## config.mk

```make
export PLATFORM = sky130hd
export DESIGN_NAME = mem_arbiter
export DESIGN_NICKNAME = d
export VERILOG_FILES = /design/src/rtl/mem_arbiter.sv
export SDC_FILE = /design/constraint.sdc
export NUM_CORES = 1
export LEC_CHECK = 0
export BUFFER_PORTS_ARGS = -buffer_cell sky130_fd_sc_hd__buf_4
export CORE_MARGIN = 1.5
export CORE_UTILIZATION = 46
export DETAILED_ROUTE_END_ITERATION = 10
export GPL_TIMING_DRIVEN = 0
export PLACE_DENSITY = 0.89
export SKIP_CTS_REPAIR_TIMING = 1
export SYNTH_ARGS = -nofsm -noshare
export SYNTH_HDL_FRONTEND = slang
export SYNTH_SLANG_ARGS = --single-unit
```

## constraint.sdc

```tcl
create_clock -name clk -period 5.2 [get_ports clk]
set_input_delay 1.04 -clock clk [delete_from_list [all_inputs] [get_ports clk]]
set_output_delay 1.04 -clock clk [all_outputs]
set_load 0.01 [all_outputs]
```

## src/rtl/mem_arbiter.sv

```systemverilog
// -----------------------------------------------------------------------------
// mem_arbiter
//
// Shares one single-port, fixed-latency unified memory between the IF-stage
// fetch port (i_*) and the MEM-stage load/store port (d_*). Each access runs
// IDLE -> ISSUE -> WAIT (MEM_LAT cycles) -> RESP, so back-to-back service
// takes MEM_LAT+3 cycles. Data accesses win over fetches. An optional guard
// forces a fetch grant after STARVE_MAX consecutive data grants made while a
// fetch was waiting.
//
// Optional feature macro: MEM_ARB_STARVE_GUARD_EN (undefined = strict data
// priority, no starvation counter).
//
// Parameters
//   AW          byte address width
//   DW          data width
//   MEM_LAT     issue-to-read-data latency of the memory, 1..7
//   STARVE_MAX  data grants tolerated while a fetch waits (guard only), 1..15
//
// Ports
//   clk, rst          clock (rising edge), asynchronous active-high reset
//   i_req/i_addr      fetch request (held until i_ack) and byte address
//   i_rdata/i_ack     fetched word (held until next i_ack), 1-cycle ack pulse
//   i_stall           i_req & ~i_ack, combinational
//   d_req/d_we        data request (held until d_ack), 1 = store
//   d_addr/d_wdata    data byte address and store data
//   d_rdata/d_ack     load data (held until next load ack), 1-cycle ack pulse
//   d_stall           d_req & ~d_ack, combinational
//   m_en/m_we         memory strobe (one cycle per access), write enable
//   m_addr/m_wdata    word address (byte address [AW-1:2]), write data
//   m_rdata           memory read data, valid MEM_LAT cycles after m_en
// -----------------------------------------------------------------------------
module mem_arbiter #(
  parameter int AW         = 32,
  parameter int DW         = 32,
  parameter int MEM_LAT    = 1,
  parameter int STARVE_MAX = 4
) (
  input  logic          clk,
  input  logic          rst,
  // fetch port
  input  logic          i_req,
  input  logic [AW-1:0] i_addr,
  output logic [DW-1:0] i_rdata,
  output logic          i_ack,
  output logic          i_stall,
  // data port
  input  logic          d_req,
  input  logic          d_we,
  input  logic [AW-1:0] d_addr,
  input  logic [DW-1:0] d_wdata,
  output logic [DW-1:0] d_rdata,
  output logic          d_ack,
  output logic          d_stall,
  // memory side
  output logic          m_en,
  output logic          m_we,
  output logic [AW-3:0] m_addr,
  output logic [DW-1:0] m_wdata,
  input  logic [DW-1:0] m_rdata
);

  if (MEM_LAT < 1 || MEM_LAT > 7 || STARVE_MAX < 1 || STARVE_MAX > 15) begin : g_bad_param
    $error("mem_arbiter: MEM_LAT must be 1..7 and STARVE_MAX 1..15");
  end

  typedef enum logic [1:0] {
    IDLE  = 2'd0,
    ISSUE = 2'd1,
    WAIT  = 2'd2,
    RESP  = 2'd3
  } state_t;

  state_t     state;
  logic       owner_d;    // 1 = data port owns the current access
  logic       is_load;    // current access returns read data
  logic [2:0] lat_cnt;    // remaining WAIT cycles
  logic       fetch_favored;
  logic       grant_d;
  logic       grant_i;

  // Byte-lane bits are irrelevant to a word-addressed memory.
  logic unused_addr_lsb;
  assign unused_addr_lsb = ^{i_addr[1:0], d_addr[1:0]};

`ifdef MEM_ARB_STARVE_GUARD_EN
  // Counts data grants that bypassed a waiting fetch; cleared by any fetch
  // grant. At STARVE_MAX the next contended grant goes to the fetch port.
  logic [3:0] starve_cnt;

  assign fetch_favored = (starve_cnt == 4'(STARVE_MAX));

  always_ff @(posedge clk or posedge rst) begin
    if (rst) begin
      starve_cnt <= '0;
    end else if (state == IDLE) begin
      if (grant_i) begin
        starve_cnt <= '0;
      end else if (grant_d && i_req && (starve_cnt != 4'(STARVE_MAX))) begin
        starve_cnt <= starve_cnt + 4'd1;
      end
    end
  end
`else
  assign fetch_favored = 1'b0;
`endif

  // Grants are only acted on in IDLE; the FSM ignores them elsewhere.
  assign grant_d = d_req & ~(i_req & fetch_favored);
  assign grant_i = i_req & ~grant_d;

  assign i_stall = i_req & ~i_ack;
  assign d_stall = d_req & ~d_ack;

  // NOTE: all state here uses non-blocking assignments so every register
  // samples pre-edge values; blocking writes would make the FSM order-dependent.
  always_ff @(posedge clk or posedge rst) begin
    if (rst) begin
      // NOTE: the rdata holding registers are reset too, so a reset mid-access
      // leaves no stale read data visible to the pipeline.
      state   <= IDLE;
      owner_d <= 1'b0;
      is_load <= 1'b0;
      lat_cnt <= '0;
      m_en    <= 1'b0;
      m_we    <= 1'b0;
      m_addr  <= '0;
      m_wdata <= '0;
      i_rdata <= '0;
      d_rdata <= '0;
      i_ack   <= 1'b0;
      d_ack   <= 1'b0;
    end else begin
      // NOTE: pulse outputs default low every cycle; each state only raises
      // what it owns, so no path silently holds a stale strobe or ack.
      m_en  <= 1'b0;
      i_ack <= 1'b0;
      d_ack <= 1'b0;

      case (state)
        IDLE: begin
          if (grant_d || grant_i) begin
            owner_d <= grant_d;
            is_load <= ~(grant_d & d_we);
            m_en    <= 1'b1;
            m_we    <= grant_d & d_we;
            m_addr  <= grant_d ? d_addr[AW-1:2] : i_addr[AW-1:2];
            if (grant_d) begin
              m_wdata <= d_wdata;
            end
            state <= ISSUE;
          end
        end

        ISSUE: begin
          m_we    <= 1'b0;
          lat_cnt <= 3'(MEM_LAT);
          state   <= WAIT;
        end

        WAIT: begin
          if (lat_cnt == 3'd1) begin
            if (is_load) begin
              if (owner_d) begin
                d_rdata <= m_rdata;
              end else begin
                i_rdata <= m_rdata;
              end
            end
            d_ack <= owner_d;
            i_ack <= ~owner_d;
            state <= RESP;
          end else begin
            lat_cnt <= lat_cnt - 3'd1;
          end
        end

        // Ack is visible this cycle; requests are not sampled until IDLE.
        RESP: state <= IDLE;

        default: state <= IDLE;
      endcase
    end
  end

endmodule

```

# Word level (Yosys, flattened, before mapping)
# Cells that the tools add are included.
[totals]
wordCells = 54
out_inout_bits = 132
ff_bits = 137
[classes]
n_addsub = 1
reduce_logical = 11
eq_ne = 7
mux = 14
bitwise = 9
[ops]
columns = ["operator", "count"]
rows = [
  ["30-bit two-way mux", 1],
  ["2-bit case mux with 4 select lines", 1],
  ["2-bit AND reduction", 4],
  ["4-bit AND reduction", 2],
  ["1-bit two-way mux", 7],
  ["2-bit inequality test, second input constant", 3],
  ["3-bit case mux with 2 select lines", 1],
  ["1-bit NOT", 5],
  ["1-bit bitwise AND", 4],
  ["2-bit == test, second input constant", 2],
  ["2-bit two-way mux", 2],
  ["2-bit nonzero test", 2],
  ["3-bit by 1-bit == test with 1-bit output, second input constant", 1],
  ["3-bit two-way mux", 1],
  ["3-bit AND reduction", 1],
  ["3-bit by 1-bit subtractor with 3-bit output, second input constant", 1],
  ["2-bit by 1-bit == test with 1-bit output, second input constant", 1],
  ["2-bit zero test", 1],
  ["1-bit case mux with 2 select lines", 1],
  ["1-bit logical OR", 1],
]

# Depth between registers and ports, before layout
# Gate-level depths: netlist of run 1.
[logic_depth]
depth_word = 5
depth_mapped = 7

# Worst setup path before layout of run 1
# No wires, ideal clock.
[synth_path]
path_kind = "input -> output"
from = "input port d_req"
to = "output port d_stall"
path_stages = 3
required_time_ns = 4.160
path_slack_ns = 2.462
arrival_time_ns = 1.698
cell_sequence = "buf_2 -> buf_2 -> nor2b_1"
[synth_between]
elab_chain_cells = 1
[synth_rtl]
columns = ["element", "line_no", "source"]
rows = [
  ["start, declared", "48", "input logic d_req,"],
  ["1-bit bitwise AND", "113", "assign d_stall = d_req & ~d_ack;"],
  ["end, declared", "54", "output logic d_stall,"],
]
# Every way passes these cells.

# Worst setup path after layout of run 1
# Ends and elaborated chain as after synthesis.

==> run metrics, run 1 <==
Fin Setup TNS=0 ps; worst-margin pin slew=573 ps; synthesized area=5530 um2; Psw=1.70 mW; Crit path arrival time=1860 ps; CTS Root Buffer Type=clkbuf_16; DIE WIDTH=113 um; Pwr Density=643 nW/um2; initial core utilization=0.478; Max-cap violations=0; VDD IR-drop max=0.000457 V; routed len/inst=16.5 um; first-pass GRT wire length=22.4 mm; port bufs=259; post-route cell area=8340 um2; maximum root-to-sink buffer count=2; Seq/Total Area, Yosys=0.620; via/cell ratio=4.99; H-Tree Depth=4; largest area contributor in the netlist=dfrtp_1; DRC viols=0; most common cell after layout, fill and taps aside=buf_4; worst hold start=m_addr[12]; Reg2Reg Depth=6; clock share of power=0.244; area of the multi-input gates=1970 um2; crit path time final=2900 ps; hold path depth=2; pre-CTS setup slack=2300 ps; non-filler cells in the finished layout=827; RSZ-0062 raised after global routing=false; Reg2Reg Setup Slack=3290 ps; Final Skew=4.12 ps; DR vias=4130; total inserted antenna cells=0; Synth Register Bits=137; Synth Area per Inst=14.1 um2; overall die height=113 um; HP Class=register to register; Crit Path Category=input port to output port; reg2reg end=d_rdata[25]; core area=11600 um2; Post-DP HPWL=10.4 mm; Max Fclk=345 MHz; Internal=3.66 mW; cell mode on critical path=buf_2; Syn Nets=532; post-route ant nets=0; total track usage=0.228; initial antenna violation count=0; yosys warns=0; Final Util=0.721; CP Capture Type=output port; gr ovfl total=0; Seq pwr share=0.357; Final Cycle Share=0.557; CTS Sinks=137; # placed instances=795; largest net degree at the start of global routing=76; leading cell types in the layout, fill and taps excluded=259 x buf_4, 137 x dfrtp_1, 67 x mux2_2; Netlist cell types=24; final wirelength=13.7 mm; largest stage delay on the critical path=330 ps; Final WS setup=2300 ps; worst r2r src=state[0]; sw frac=0.317; Synth area leaders=dfrtp_1 62%, mux2_2 14%, mux2_1 6.5%; first-pass iteration count of the detailed router=4; status=complete, no violations; clk slew on worst S/H paths=60 ps; Logic pwr share=0.398; max-slew violation count=0; I/O pins=265; RePlAce Congestion=0.800; placed inst area=7680 um2; static leakage=4.17 nW; slowest stage cell, crit path=buf_2; fillers=783; die area=12700 um2; Clock Latency Late Sink=410 ps; Total Power=5.36 mW; vias in the first global route=4629; Register Area=3430 um2; # nets final=811; Iteration-0 DRC Markers=199; CP max FO=10; top-area cell type share of the netlist area=0.620; data required time at the worst endpoint=4160 ps; Final Setup Violations=0; cells after synthesis=392; row count=39; Setup crit start kind=input port; WHS=480 ps; CTS tree=done; Final Hold Viols=0; sequence of cells on the critical path=buf_2, buf_2, nor2b_1, buf_4; CTS Buf Count=17; crit path from=d_req; worst rel slew slack=0.618; P&R area growth vs syn=50.9%; Worst Hold End=m_addr[12]; share of cells above drive strength 1=0.554
==> synth_stat cells <==
cell       instances
nor2_1             6
inv_1              8
a22o_1             2
nand4b_4           1
clkbuf_1           4
a21oi_1            1
a32o_1             1
and2b_1            1
nand3b_1           1
and2b_2            1
a2bb2oi_1          1
mux2_2            67
buf_2             16
nand4_2            1
mux2i_1           32
nor2b_1            3
and3_1             1
a31oi_1            1
mux2_1            32
o21ai_0           32
dfrtp_1          137
o21ai_1            1
ha_1               7
nand2_1           35
==> layout make-up <==
class / count / share of cell area
clock inverter: 10 / 0.0195
inverter: 8 / 0.00420
multi-input combinational: 227 / 0.237
timing repair buffer: 260 / 0.236
clock buffer: 22 / 0.0593
sequential: 137 / 0.411
buffer: 20 / 0.0114
tap: 143 / 0.0215
==> sequential cells by signal, summed over array words and instances, names as in the netlist <==
name / cells
d_ack: 1
m_en: 1
m_we: 1
i_ack: 1
i_rdata: 32
is_load: 1
d_rdata: 32
state: 2
m_wdata: 32
m_addr: 30
lat_cnt: 3
owner_d: 1
==> worst max-delay path, delay by kind of cell <==
family,cells,cell delay [ps]
buf+inv,3,650
simple gates,1,170
==> how the worst max path moves through the flow <==
stage               cells after the start     endpoint
CTS                                     4      d_stall
finish                                  4      d_stall
global route                            4      d_stall
floorplan                               1        d_ack
global placement                        2  m_wdata[19]
detailed placement                      4      d_stall
==> power by group through the flow <==
stage | Combinational (mW) | Clock (mW) | Sequential, mW
CTS | 2.17 | 1.33 | 1.92
global placement | 2.08 | 0 | 1.89
floorplan | 0.819 | 0 | 2.12
global route | 2.32 | 1.38 | 1.98
finish | 2.14 | 1.31 | 1.92
detailed placement | 2.17 | 0 | 1.93
==> layer usage <==
metal  vias up  global-route usage  share of wire
met5         -                   0              0
li1       1924                   -              -
met2       180               0.402           0.52
met3        36              0.0702          0.072
met4         0               0.107          0.029
met1      1990               0.252           0.38
==> kinds of logic after synthesis <==
| group | after synthesis | synth area share |
|---|---|---|
| flip-flops | 137 | 0.620 |
| multiplexers | 131 | 0.260 |
| buffers and inverters | 28 | 0.0226 |
| adder cells (fa/ha/maj) | 7 | 0.0158 |
| AO/OA/AOI/OAI | 39 | 0.0385 |
| AND/OR/NAND/NOR | 50 | 0.0432 |
Note: power is estimated with default switching activity, not from simulation.
==> run 2, diff against run 1 <==
==> constraint.sdc (replaced) <==
create_clock -name clk -period 3 [get_ports clk]
set_input_delay 0.6 -clock clk [delete_from_list [all_inputs] [get_ports clk]]
set_output_delay 0.6 -clock clk [all_outputs]
set_load 0.01 [all_outputs]
==> run metrics, run 2 (synthesis results as in run 1) <==
status=complete, no violations (unchanged); final wirelength=13.8 mm (was 13.7 mm); non-filler cells in the finished layout=828 (was 827); via/cell ratio=5.06 (was 4.99); P&R area growth vs syn=50.4% (was 50.9%); H-Tree Depth=4 (unchanged); most common cell after layout, fill and taps aside=buf_4 (unchanged); Pwr Density=1100 nW/um2 (was 643 nW/um2); Iteration-0 DRC Markers=157 (was 199); worst-margin pin slew=616 ps (was 573 ps); port bufs=259 (unchanged); # placed instances=797 (was 795); top flop regs=d_rdata: 32 flops, i_rdata: 32 flops, m_wdata: 32 flops (unchanged); first-pass GRT wire length=22.6 mm (was 22.4 mm); Crit Path Category=input port to output port (unchanged); largest net degree at the start of global routing=45 (was 76); Final Skew=8.83 ps (was 4.12 ps); worst rel slew slack=0.588 (was 0.618); total inserted antenna cells=0 (unchanged); CTS Sinks=137 (unchanged); static leakage=4.16 nW (was 4.17 nW); leading cell types in the layout, fill and taps excluded=259 x buf_4, 137 x dfrtp_1, 67 x mux2_2 (unchanged); # nets final=813 (was 811); row count=39 (unchanged); clk slew on worst S/H paths=50 ps (was 60 ps); Clock Latency Late Sink=410 ps (about the same); Crit path arrival time=1400 ps (was 1860 ps); total track usage=0.229 (was 0.228); Max Fclk=500 MHz; first-pass iteration count of the detailed router=4 (unchanged); I/O pins=265 (unchanged); share of cells above drive strength 1=0.553 (was 0.554); Register Area=3430 um2 (unchanged); RePlAce Congestion=0.810 (was 0.800); area of the multi-input gates=1970 um2 (unchanged); CTS tree=done (unchanged); data required time at the worst endpoint=2400 ps (was 4160 ps); RSZ-0062 raised after global routing=false (unchanged); initial antenna violation count=0 (unchanged); Final Hold Viols=0 (unchanged); post-route ant nets=0 (unchanged); CTS Root Buffer Type=clkbuf_16 (unchanged); max-slew violation count=0 (unchanged); Total Power=9.11 mW (was 5.36 mW); fillers=780 (was 783); post-route cell area=8310 um2 (was 8340 um2); Fin Setup TNS=0 ps (unchanged); placed inst area=7720 um2 (was 7680 um2); die area=12700 um2 (unchanged); CTS Buf Count=17 (unchanged); pre-CTS setup slack=1000 ps (was 2300 ps); routed len/inst=16.6 um (was 16.5 um); crit path time final=2000 ps; Final Setup Violations=0 (unchanged); vias in the first global route=4622 (was 4629); Setup crit start kind=input port (unchanged); Post-DP HPWL=10.5 mm (was 10.4 mm); gr ovfl total=0 (unchanged); DRC viols=0 (unchanged); Final Cycle Share=0.666; overall die height=113 um (unchanged); maximum root-to-sink buffer count=2 (unchanged); HP Class=input port to async pin (was register to register); CP max FO=10 (unchanged); initial core utilization=0.478 (unchanged); Final WS setup=1000 ps (was 2300 ps); DR vias=4192 (was 4130); core area=11600 um2 (unchanged); DIE WIDTH=113 um (unchanged); VDD IR-drop max=0.000677 V (was 0.000457 V); CP Capture Type=output port (unchanged); Max-cap violations=0 (unchanged)
==> run 2: cell types whose count changed in the layout (fill, tap and decap cells not counted) <==
cell,previous run,this run
buf_12,0,2
bufinv_16,4,2
clkbuf_1,4,5
clkinv_2,2,5
clkinv_4,1,0
inv_6,2,0
==> run 2: where the power goes <==
group	internal, mW	switching (mW)	total (mW)
clock	1.32	0.733	2.06
sequential	2.79	0.537	3.32
combinational	2.06	1.66	3.73
==> run 2: critical path, stage by stage <==
cell,delay [ps]
buf_2,180
buf_2,310
nor2b_1,180
buf_4,130
==> run 2: cell type report <==
class,instances,area share
Buffer,20,0.0114
Multi-Input combinational cell,227,0.238
Timing Repair Buffer,262,0.242
Clock buffer,23,0.0599
Tap cell,143,0.0215
Sequential cell,137,0.412
Clock inverter,8,0.0111
Inverter,8,0.00406
==> run 2: through the flow <==
stage	utilization	hold slack, ps
after global routing	0.719	310
after detailed placement	0.668	471
after global placement	0.662	468
final	0.719	275
after CTS	0.719	273
after floorplan	-	471
==> run 2: worst paths after layout <==
path	from	cells after the start	slack, ps	endpoint
setup / recovery	d_req	4	1000	d_stall
hold / removal	rst	2	280	i_rdata[5]
setup reg to reg	state[0]	6	1050	d_rdata[24]
hold reg to reg	m_addr[29]	2	480	m_addr[29]
max in group asynchronous	rst	4	1920	m_wdata[27]
min in group clk	d_we	2	390	is_load
==> run 2: per-layer routing <==
metal / global-route usage / share of wire
met5: 0 / 0
met4: 0.103 / 0.025
met3: 0.0621 / 0.073
met2: 0.407 / 0.53
met1: 0.259 / 0.38
==> run 3, diff against run 2 <==
==> constraint.sdc (replaced) <==
create_clock -name clk -period 2 [get_ports clk]
set_input_delay 0.4 -clock clk [delete_from_list [all_inputs] [get_ports clk]]
set_output_delay 0.4 -clock clk [all_outputs]
set_load 0.01 [all_outputs]
==> run metrics, run 3 (synthesis results as in run 1) <==
Crit Path Category=register to register (was input port to output port); crit path time final=1880 ps; status=complete, no violations (unchanged); data required time at the worst endpoint=2280 ps (was 2400 ps); Final Setup Violations=0 (unchanged); CTS tree=done (unchanged); Max Fclk=531 MHz; fillers=780 (unchanged); port bufs=259 (unchanged); CTS Root Buffer Type=clkbuf_16 (unchanged); largest stage delay on the critical path=410 ps (was 310 ps); Iteration-0 DRC Markers=126 (was 157); Register Area=3430 um2 (unchanged); P&R area growth vs syn=50.9% (was 50.4%); Final Hold Viols=0 (unchanged); via/cell ratio=5.05 (was 5.06); total inserted antenna cells=0 (unchanged); area of the multi-input gates=1990 um2 (was 1970 um2); leading cell types in the layout, fill and taps excluded=261 x buf_4, 137 x dfrtp_1, 67 x mux2_2 (was 259 x buf_4, 137 x dfrtp_1, 67 x mux2_2); final wirelength=13.8 mm (about the same); DRC viols=0 (unchanged); Fin Setup TNS=0 ps (unchanged); initial core utilization=0.478 (unchanged); Final WS setup=116 ps (was 1000 ps); Final Cycle Share=0.942; share of cells above drive strength 1=0.558 (was 0.553); Final Skew=8.31 ps (was 8.83 ps); row count=39 (unchanged); first-pass iteration count of the detailed router=4 (unchanged); CTS Buf Count=17 (unchanged); VDD IR-drop max=0.00102 V (was 0.000677 V); core area=11600 um2 (unchanged); HP Class=input port to async pin (unchanged); maximum root-to-sink buffer count=2 (unchanged); worst rel slew slack=0.593 (was 0.588); Reg2Reg Depth=5 (was 6); post-route ant nets=0 (unchanged); Max-cap violations=0 (unchanged); pre-CTS setup slack=44.2 ps (was 1000 ps); I/O pins=265 (unchanged); max-slew violation count=0 (unchanged); clk slew on worst S/H paths=60 ps (was 50 ps); slowest stage cell, crit path=dfrtp_1 (was buf_2); # nets final=813 (unchanged); Clock Latency Late Sink=410 ps (about the same); sequence of cells on the critical path=ha_1, and2b_2, nand4b_4, buf_2, mux2_1 (was buf_2, buf_2, nor2b_1, buf_4); vias in the first global route=4622 (unchanged); Post-DP HPWL=10.5 mm (unchanged); RePlAce Congestion=0.810 (unchanged); overall die height=113 um (unchanged); initial antenna violation count=0 (unchanged); DIE WIDTH=113 um (unchanged); CP max FO=10 (unchanged); Levels on crit path=5 (was 4); routed len/inst=16.7 um (was 16.6 um); largest net degree at the start of global routing=45 (unchanged); CTS Sinks=137 (unchanged); die area=12700 um2 (unchanged); WP buf/inv=1 (was 3); first-pass GRT wire length=22.6 mm (unchanged); Worst path top cell family by delay=simple AND/OR/NAND/NOR gates (was buffers and inverters); worst-margin pin slew=609 ps (was 616 ps); gr ovfl total=0 (unchanged); top flop regs=d_rdata: 32 flops, i_rdata: 32 flops, m_wdata: 32 flops (unchanged); static leakage=4.17 nW (was 4.16 nW); DR vias=4179 (was 4192); most common cell after layout, fill and taps aside=buf_4 (unchanged); H-Tree Depth=4 (unchanged); Pwr Density=1640 nW/um2 (was 1100 nW/um2); total track usage=0.229 (unchanged); Crit path arrival time=2170 ps (was 1400 ps); Total Power=13.7 mW (was 9.11 mW); Setup crit start kind=register (was input port); CP Capture Type=register (was output port); RSZ-0062 raised after global routing=true (was false)
-- run 3: cell count changes in the layout (fill, tap and decap cells not counted) --
cell | previous run | this run
nand4_2 | 1 | 0
ha_1 | 7 | 6
buf_6 | 0 | 1
clkbuf_1 | 5 | 4
buf_4 | 259 | 261
nand2_2 | 0 | 1
clkbuf_2 | 0 | 1
nand4_4 | 0 | 1
ha_2 | 0 | 1
nand2_1 | 35 | 34
buf_2 | 16 | 13
-- run 3: path summary, 6_finish.rpt --
check | startpoint | end | slack (ps)
min in group clk | d_we | is_load | 190
min reg2reg | m_addr[29] | m_addr[29] | 480
max | lat_cnt[0] | i_rdata[26] | 120
max in group asynchronous | rst | m_wdata[27] | 1120
min | rst | i_rdata[5] | 80
max reg2reg | lat_cnt[0] | i_rdata[26] | 120
-- run 3: area by class of cell --
type | count | share of cell area
buffer | 20 | 0.0129
clock buffer | 23 | 0.0597
clock inverter | 8 | 0.0111
inverter | 8 | 0.00405
multi-input combinational | 227 | 0.238
sequential | 137 | 0.411
tap | 143 | 0.0215
timing repair buffer | 262 | 0.241
-- run 3: per-stage QoR --
step                       util  hold slack [ps]  instance area, um2  std cells
after detailed placement  0.668              471                7720        797
after global routing      0.721              110                8340        828
after CTS                 0.719             72.9                8310        828
final                     0.721             75.4                8340        828
after global placement    0.662              468                7650        794
after floorplan               -              471                5530        392
-- run 3: report_power, final --
part	internal (mW)	switching, mW
Sequential	4.18	0.818
Combinational	3.12	2.51
Clock	1.98	1.10
-- run 3: routing by layer --
metal | global-route usage | vias up | routed length (um)
li1 | - | 1926 | -
met1 | 0.259 | 2049 | 5210
met2 | 0.407 | 176 | 7280
met3 | 0.0621 | 28 | 984
met4 | 0.103 | 0 | 330
met5 | 0 | - | 0
